`src/rtl/burst_stream_pkg.sv`:
```
`default_nettype none
// ---------------------------------------------------------------------------
// burst_stream_pkg : framing constants and host FSM states shared by both ends
// Revision 1.0
// ---------------------------------------------------------------------------
package burst_stream_pkg;

  typedef enum logic [2:0] {
    ST_IDLE = 3'd0,
    ST_SEND = 3'd1,
    ST_WAIT = 3'd2,
    ST_RECV = 3'd3,
    ST_FIN  = 3'd4
  } state_e;

  localparam int BSP_DATA_W  = 16;
  localparam int BSP_TIMEOUT = 64;
  // Receivers detect end-of-burst on the tx_valid falling edge, so bursts are
  // always separated by at least this many low cycles.
  localparam int MIN_GAP     = 1;

endpackage
`default_nettype wire

```
`src/rtl/stream_regfile.sv`:
```
`default_nettype none
// ---------------------------------------------------------------------------
// stream_regfile : DEPTH x DATA_W array, one synchronous write, one async read
// Revision 1.0
// ---------------------------------------------------------------------------
module stream_regfile #(
  parameter int DEPTH  = 16,
  parameter int DATA_W = 16,
  parameter int ADDR_W = 4
) (
  input  logic              clk,
  input  logic              we,
  input  logic [ADDR_W-1:0] waddr,
  input  logic [DATA_W-1:0] wdata,
  input  logic [ADDR_W-1:0] raddr,
  output logic [DATA_W-1:0] rdata
);

  logic [DATA_W-1:0] mem_q [DEPTH];

  always_ff @(posedge clk) begin
    if (we) begin
      mem_q[waddr] <= wdata;
    end
  end

  assign rdata = mem_q[raddr];

endmodule
`default_nettype wire

```
`src/rtl/burst_stream_host.sv`:
```
`default_nettype none
// ---------------------------------------------------------------------------
// burst_stream_host : sends a preloaded TX burst, captures the rx_valid reply.
// Optional echo checker enabled by BURST_STREAM_HOST_CHECK_EN. Revision 1.0
// ---------------------------------------------------------------------------
module burst_stream_host
  import burst_stream_pkg::*;
#(
  parameter int DATA_W  = BSP_DATA_W,
  parameter int DEPTH   = 16,
  parameter int ADDR_W  = 4,
  parameter int TIMEOUT = BSP_TIMEOUT
) (
  input  logic              clk,
  input  logic              rst_n,
  input  logic              cfg_we,
  input  logic [ADDR_W-1:0] cfg_addr,
  input  logic [DATA_W-1:0] cfg_wdata,
  input  logic              start,
  input  logic [ADDR_W:0]   burst_len,
  output logic              busy,
  output logic              done,
  output logic              tx_valid,
  output logic [DATA_W-1:0] tx_data,
  input  logic              rx_valid,
  input  logic [DATA_W-1:0] rx_data,
  input  logic [ADDR_W-1:0] rd_addr,
  output logic [DATA_W-1:0] rd_data,
  output logic [ADDR_W:0]   rx_count,
`ifdef BURST_STREAM_HOST_CHECK_EN
  output logic [ADDR_W:0]   mismatch_cnt,
`endif
  output logic              timeout_err,
  output logic              overflow_err
);

  localparam int              WAIT_W  = $clog2(TIMEOUT + 1);
  localparam logic [ADDR_W:0] DEPTH_C = (ADDR_W + 1)'(DEPTH);
  localparam logic [ADDR_W:0] ONE_C   = (ADDR_W + 1)'(1);
  localparam logic [WAIT_W-1:0] WAIT_LAST = WAIT_W'(TIMEOUT - 1);
  localparam logic [WAIT_W-1:0] WAIT_ONE  = WAIT_W'(1);

  state_e            state_q, state_d;
  logic [ADDR_W:0]   len_q, len_d;
  logic [ADDR_W:0]   idx_q, idx_d;
  logic [WAIT_W-1:0] wait_q, wait_d;
  logic [ADDR_W:0]   rx_count_q, rx_count_d;
  logic              timeout_err_q, timeout_err_d;
  logic              overflow_err_q, overflow_err_d;
  logic              tx_valid_q, tx_valid_d;
  logic [DATA_W-1:0] tx_data_q, tx_data_d;

  logic [ADDR_W:0]   len_clamped;
  logic [ADDR_W-1:0] tx_raddr;
  logic [DATA_W-1:0] tx_rdata;
  logic              rx_we;
  logic [ADDR_W-1:0] rx_waddr;

  assign len_clamped = (burst_len > DEPTH_C) ? DEPTH_C : burst_len;

  stream_regfile #(.DEPTH(DEPTH), .DATA_W(DATA_W), .ADDR_W(ADDR_W)) u_txbuf (
    .clk   (clk),
    .we    (cfg_we),
    .waddr (cfg_addr),
    .wdata (cfg_wdata),
    .raddr (tx_raddr),
    .rdata (tx_rdata)
  );

  stream_regfile #(.DEPTH(DEPTH), .DATA_W(DATA_W), .ADDR_W(ADDR_W)) u_rxbuf (
    .clk   (clk),
    .we    (rx_we),
    .waddr (rx_waddr),
    .wdata (rx_data),
    .raddr (rd_addr),
    .rdata (rd_data)
  );

  always_comb begin
    state_d        = state_q;
    len_d          = len_q;
    idx_d          = idx_q;
    wait_d         = wait_q;
    rx_count_d     = rx_count_q;
    timeout_err_d  = timeout_err_q;
    overflow_err_d = overflow_err_q;
    tx_valid_d     = 1'b0;
    tx_data_d      = '0;
    rx_we          = 1'b0;
    rx_waddr       = rx_count_q[ADDR_W-1:0];
    tx_raddr       = idx_q[ADDR_W-1:0];

    case (state_q)
      ST_IDLE: begin
        tx_raddr = '0;
        if (start) begin
          len_d          = len_clamped;
          rx_count_d     = '0;
          timeout_err_d  = 1'b0;
          overflow_err_d = 1'b0;
          if (len_clamped == '0) begin
            state_d = ST_FIN;
          end else begin
            state_d    = ST_SEND;
            tx_valid_d = 1'b1;
            tx_data_d  = tx_rdata;
            idx_d      = ONE_C;
          end
        end
      end
      ST_SEND: begin
        if (idx_q < len_q) begin
          tx_valid_d = 1'b1;
          tx_data_d  = tx_rdata;
          idx_d      = idx_q + ONE_C;
        end else begin
          state_d = ST_WAIT;
          wait_d  = '0;
        end
      end
      ST_WAIT: begin
        // TX port is idle after SEND; it follows the capture index for the checker.
        rx_waddr = '0;
        tx_raddr = '0;
        if (rx_valid) begin
          rx_we      = 1'b1;
          rx_count_d = ONE_C;
          state_d    = ST_RECV;
        end else if (wait_q == WAIT_LAST) begin
          timeout_err_d = 1'b1;
          state_d       = ST_FIN;
        end else begin
          wait_d = wait_q + WAIT_ONE;
        end
      end
      ST_RECV: begin
        tx_raddr = rx_count_q[ADDR_W-1:0];
        if (rx_valid) begin
          if (rx_count_q < DEPTH_C) begin
            rx_we      = 1'b1;
            rx_count_d = rx_count_q + ONE_C;
          end else begin
            overflow_err_d = 1'b1;
          end
        end else begin
          state_d = ST_FIN;
        end
      end
      ST_FIN: begin
        state_d = ST_IDLE;
      end
      default: begin
        state_d = ST_IDLE;
      end
    endcase
  end

  always_ff @(posedge clk) begin
    if (!rst_n) begin
      state_q        <= ST_IDLE;
      len_q          <= '0;
      idx_q          <= '0;
      wait_q         <= '0;
      rx_count_q     <= '0;
      timeout_err_q  <= 1'b0;
      overflow_err_q <= 1'b0;
      tx_valid_q     <= 1'b0;
      tx_data_q      <= '0;
    end else begin
      state_q        <= state_d;
      len_q          <= len_d;
      idx_q          <= idx_d;
      wait_q         <= wait_d;
      rx_count_q     <= rx_count_d;
      timeout_err_q  <= timeout_err_d;
      overflow_err_q <= overflow_err_d;
      tx_valid_q     <= tx_valid_d;
      tx_data_q      <= tx_data_d;
    end
  end

`ifdef BURST_STREAM_HOST_CHECK_EN
  logic [ADDR_W:0] mismatch_cnt_q, mismatch_cnt_d;

  always_comb begin
    mismatch_cnt_d = mismatch_cnt_q;
    if (state_q == ST_IDLE && start) begin
      mismatch_cnt_d = '0;
    end else if (rx_we && (rx_data != tx_rdata)) begin
      mismatch_cnt_d = mismatch_cnt_q + ONE_C;
    end else if (state_q == ST_FIN && rx_count_q != len_q) begin
      mismatch_cnt_d = mismatch_cnt_q + ONE_C;
    end
  end

  always_ff @(posedge clk) begin
    if (!rst_n) begin
      mismatch_cnt_q <= '0;
    end else begin
      mismatch_cnt_q <= mismatch_cnt_d;
    end
  end

  assign mismatch_cnt = mismatch_cnt_q;
`endif

  assign busy         = (state_q == ST_SEND) || (state_q == ST_WAIT) || (state_q == ST_RECV);
  assign done         = (state_q == ST_FIN);
  assign tx_valid     = tx_valid_q;
  assign tx_data      = tx_data_q;
  assign rx_count     = rx_count_q;
  assign timeout_err  = timeout_err_q;
  assign overflow_err = overflow_err_q;

endmodule
`default_nettype wire

```
`config.mk`:
```
export PLATFORM = sky130hd
export DESIGN_NAME = burst_stream_host
export DESIGN_NICKNAME = d
export VERILOG_FILES = /design/src/rtl/burst_stream_pkg.sv /design/src/rtl/stream_regfile.sv /design/src/rtl/burst_stream_host.sv
export SDC_FILE = /design/constraint.sdc
export NUM_CORES = 1
export LEC_CHECK = 0
export ABC_AREA = 1
export CORE_MARGIN = 2
export CORE_UTILIZATION = 35
export CTS_BUF_LIST = sky130_fd_sc_hd__clkbuf_2 sky130_fd_sc_hd__clkbuf_4 sky130_fd_sc_hd__clkbuf_8
export CTS_CLUSTER_SIZE = 40
export DETAILED_ROUTE_END_ITERATION = 8
export MAX_ROUTING_LAYER = met4
export PLACE_DENSITY_LB_ADDON = 0.3
export SETUP_SLACK_MARGIN = 0.1
export SLEW_MARGIN = 20
export SYNTH_ARGS = -nofsm -noshare
export SYNTH_HDL_FRONTEND = slang
export SYNTH_SLANG_ARGS = --single-unit
export TNS_END_PERCENT = 10
```
`constraint.sdc`:
```
create_clock -name clk -period 4 [get_ports clk]
set_clock_uncertainty 0.05 [all_clocks]
set_input_delay 0.8 -clock clk [delete_from_list [all_inputs] [get_ports clk]]
set_output_delay 0.8 -clock clk [all_outputs]
set_load 0.01 [all_outputs]
```
==> results.sh, run 1 <==
export IMPL_syn_cell_area_mm2=0.0226
export IMPL_vias=14700
export IMPL_clock_path_buffers=3
export IMPL_status="finished, final reports clean"
export IMPL_relSlewSlack=0.407
export IMPL_layout_common_cells="512 x edfxtp_1, 316 x nand3_1, 266 x nand2_1"
export IMPL_worst_ep_arrival_time_ps=2740
export IMPL_power_density_mw_per_mm2=480
export IMPL_post_layout_nonfiller_instances=2908
export IMPL_synth_edf_count=512
export IMPL_rr_worst_depth=11
export IMPL_drv_cap=0
export IMPL_critical_path_class="in -> out"
export IMPL_grt_max_degree=113
export IMPL_dpl_hpwl_mm=32.5
export IMPL_fin_crit_sh=0.898
export IMPL_syn_area_per_cell_um2=12.4
export IMPL_regArea_mm2=0.0163
export IMPL_cp_required_ps=3150
export IMPL_cts_htree_levels=3
export IMPL_core_area_mm2=0.0641
export IMPL_setup_viol=0
export IMPL_die_h_um=258
export IMPL_grt_pass1_vias=14500
export IMPL_overflow=0
export IMPL_tightest_slew_ps=889
export IMPL_postLayoutCellArea_mm2=0.0266
export IMPL_ant_nets=0
export IMPL_grtUsageTotal=0.179
export IMPL_grt_pass1_wl_mm=87.8
export IMPL_vias_per_cell=5.06
export IMPL_syn_nets=1888
export IMPL_ys_seq_elements=556
export IMPL_ios=92
export IMPL_cts_tree="yes"
export IMPL_hold_class="reg -> reg"
export IMPL_port_buffers=91
export IMPL_place_area_mm2=0.0248
export IMPL_fin_nets=2030
export IMPL_rsz0062_at_grt="false"
export IMPL_area_delta_synth_final_pct=17.8
export IMPL_finalPower_uw=12800
export IMPL_end_kind="output pin"
export IMPL_num_rows=93
export IMPL_post_cts_setup_buffers=0
export IMPL_yosysWarnings=0
export IMPL_dieArea_mm2=0.0667
export IMPL_drt_iter0_markers=1160
export IMPL_finalSetupTns_ps=0
export IMPL_place_congestion=0.790
export IMPL_hold_viol=0
export IMPL_worstSetupStartpointType="primary input"
export IMPL_synth_cells=1831
export IMPL_antenna_found_initial=4
export IMPL_synth_flop_cell="edfxtp_1"
export IMPL_die_w_um=258
export IMPL_finalCriticalPeriod_ps=3590
export IMPL_cts_clk_slew_worst_paths_ps=60
export IMPL_cts_resized=0
export IMPL_synthDistinctLibCells=37
export IMPL_fillers=5958
export IMPL_multi_input_area_mm2=0.00561
export IMPL_first_pass_iters=5
export IMPL_final_max_slew_viol_count=0
export IMPL_routed_wl_mm=57.9
export IMPL_vdd_drop_max_uv=271
export IMPL_dp_cells=2731
export IMPL_ys_seq_area_frac=0.719
export IMPL_drive_above_1_share=0.129
export IMPL_synth_async_sr_flop_share=0
export IMPL_wl_per_cell_um=19.9
export IMPL_p_leak_uw=0.00927
export IMPL_clk_latency_ps=690
export IMPL_cts_sinks=556
export IMPL_hold_depth=2
export IMPL_cp_max_fo=64
export IMPL_start_util=0.353
export IMPL_final_common_cell="edfxtp_1"
export IMPL_whs_ps=412
export IMPL_root_buffer="clkbuf_8"
export IMPL_numCtsBuffers=95
export IMPL_hold_buffers=0
export IMPL_drc_errors=0
export IMPL_max_freq_mhz=278
[cells in the mapped netlist (2+ instances only)]
master | count | share of area
nor3_1 | 8 | 0.0018
ha_1 | 7 | 0.0039
xor2_1 | 7 | 0.0027
mux2i_1 | 64 | 0.028
a211oi_1 | 3 | 0.0010
dfxtp_1 | 44 | 0.039
nand3_1 | 316 | 0.070
inv_1 | 102 | 0.017
inv_2 | 4 | 0.00066
nor3b_1 | 2 | 0.00066
nand2_2 | 5 | 0.0014
clkinv_1 | 2 | 0.00033
a21oi_1 | 100 | 0.022
nand4_1 | 6 | 0.0017
buf_4 | 4 | 0.0013
edfxtp_1 | 512 | 0.68
o211ai_1 | 66 | 0.022
o21ai_1 | 2 | 0.00044
buf_2 | 30 | 0.0066
nor2_4 | 2 | 0.0010
clkbuf_1 | 58 | 0.0096
o21ai_0 | 92 | 0.020
nand2_1 | 267 | 0.044
buf_1 | 15 | 0.0025
nor2_1 | 101 | 0.017
[final timing paths]
path                        to         start  slack [ps]
hold / removal    overflow_err  overflow_err         410
hold reg to reg   overflow_err  overflow_err         410
setup reg to reg   tx_data[14]    state_q[0]         720
setup / recovery   rd_data[12]    rd_addr[1]         410
[registers in the layout, summed over array words and instances, names as in the netlist]
name	count
u_rxbuf.mem_q	256
len_q	5
u_txbuf.mem_q	256
timeout_err	1
rx_count	5
state_q	3
tx_data	16
overflow_err	1
wait_q	7
idx_q	5
tx_valid	1
[where the power goes]
part	switching, uW	internal, uW
Clock	2270	2730
Sequential	57.5	6460
Combinational	847	429
Total	3170	9620
[layer usage]
metal	vias up	track usage	wire length, um	share of wire
met5	-	-	0	0
met4	0	0.0487	1190	0.021
met3	96	0.0396	3930	0.068
met2	508	0.290	27900	0.48
met1	7158	0.227	24900	0.43
li1	6940	-	-	-
[cell families after synthesis]
logic type,Yosys count,share of synthesized area
XOR/XNOR,7,0.00271
multiplexers,64,0.0283
AO/OA/AOI/OAI,270,0.0688
AND/OR/NAND/NOR,712,0.139
buffers and inverters,215,0.0380
flip-flops,556,0.719
adder cells (fa/ha/maj),7,0.00387
[per-stage QoR]
stage          setup WS (ps)  utilization
5_1_grt                  273        0.416
3_3_place_gp             454        0.386
4_1_cts                  420        0.415
2_1_floorplan            626            -
6_report                 407        0.416
3_5_place_dp             420        0.386
[critical path, stage by stage]
cell             delay, ps
buf_2                  230
inv_2                   80
buf_4                  550
o21ai_0                230
o211ai_1               190
nand2_1                120
clkdlybuf4s50_1        500
[area by class of cell]
type                    instances  area share
well taps                     855      0.0402
repair buffers                152      0.0534
diodes                          3    0.000282
clock buffers                 129      0.0601
clock inverters                45      0.0102
inverters                     108      0.0152
flip-flops and latches        556       0.610
multi-input cells            1060       0.210
Power figures use the tool's default switching activity.
==> inputs of run 2 (changes only) <==
Settings changed: SLEW_MARGIN 20 to not set.
==> results of run 2 <==
No change in the layout: final DEF, timing and power equal those of run 1.
==> inputs of run 3 (changes only) <==
Settings changed: CAP_MARGIN set to 20.
==> results of run 3 <==
No change in the layout: final DEF, timing and power equal those of run 1.
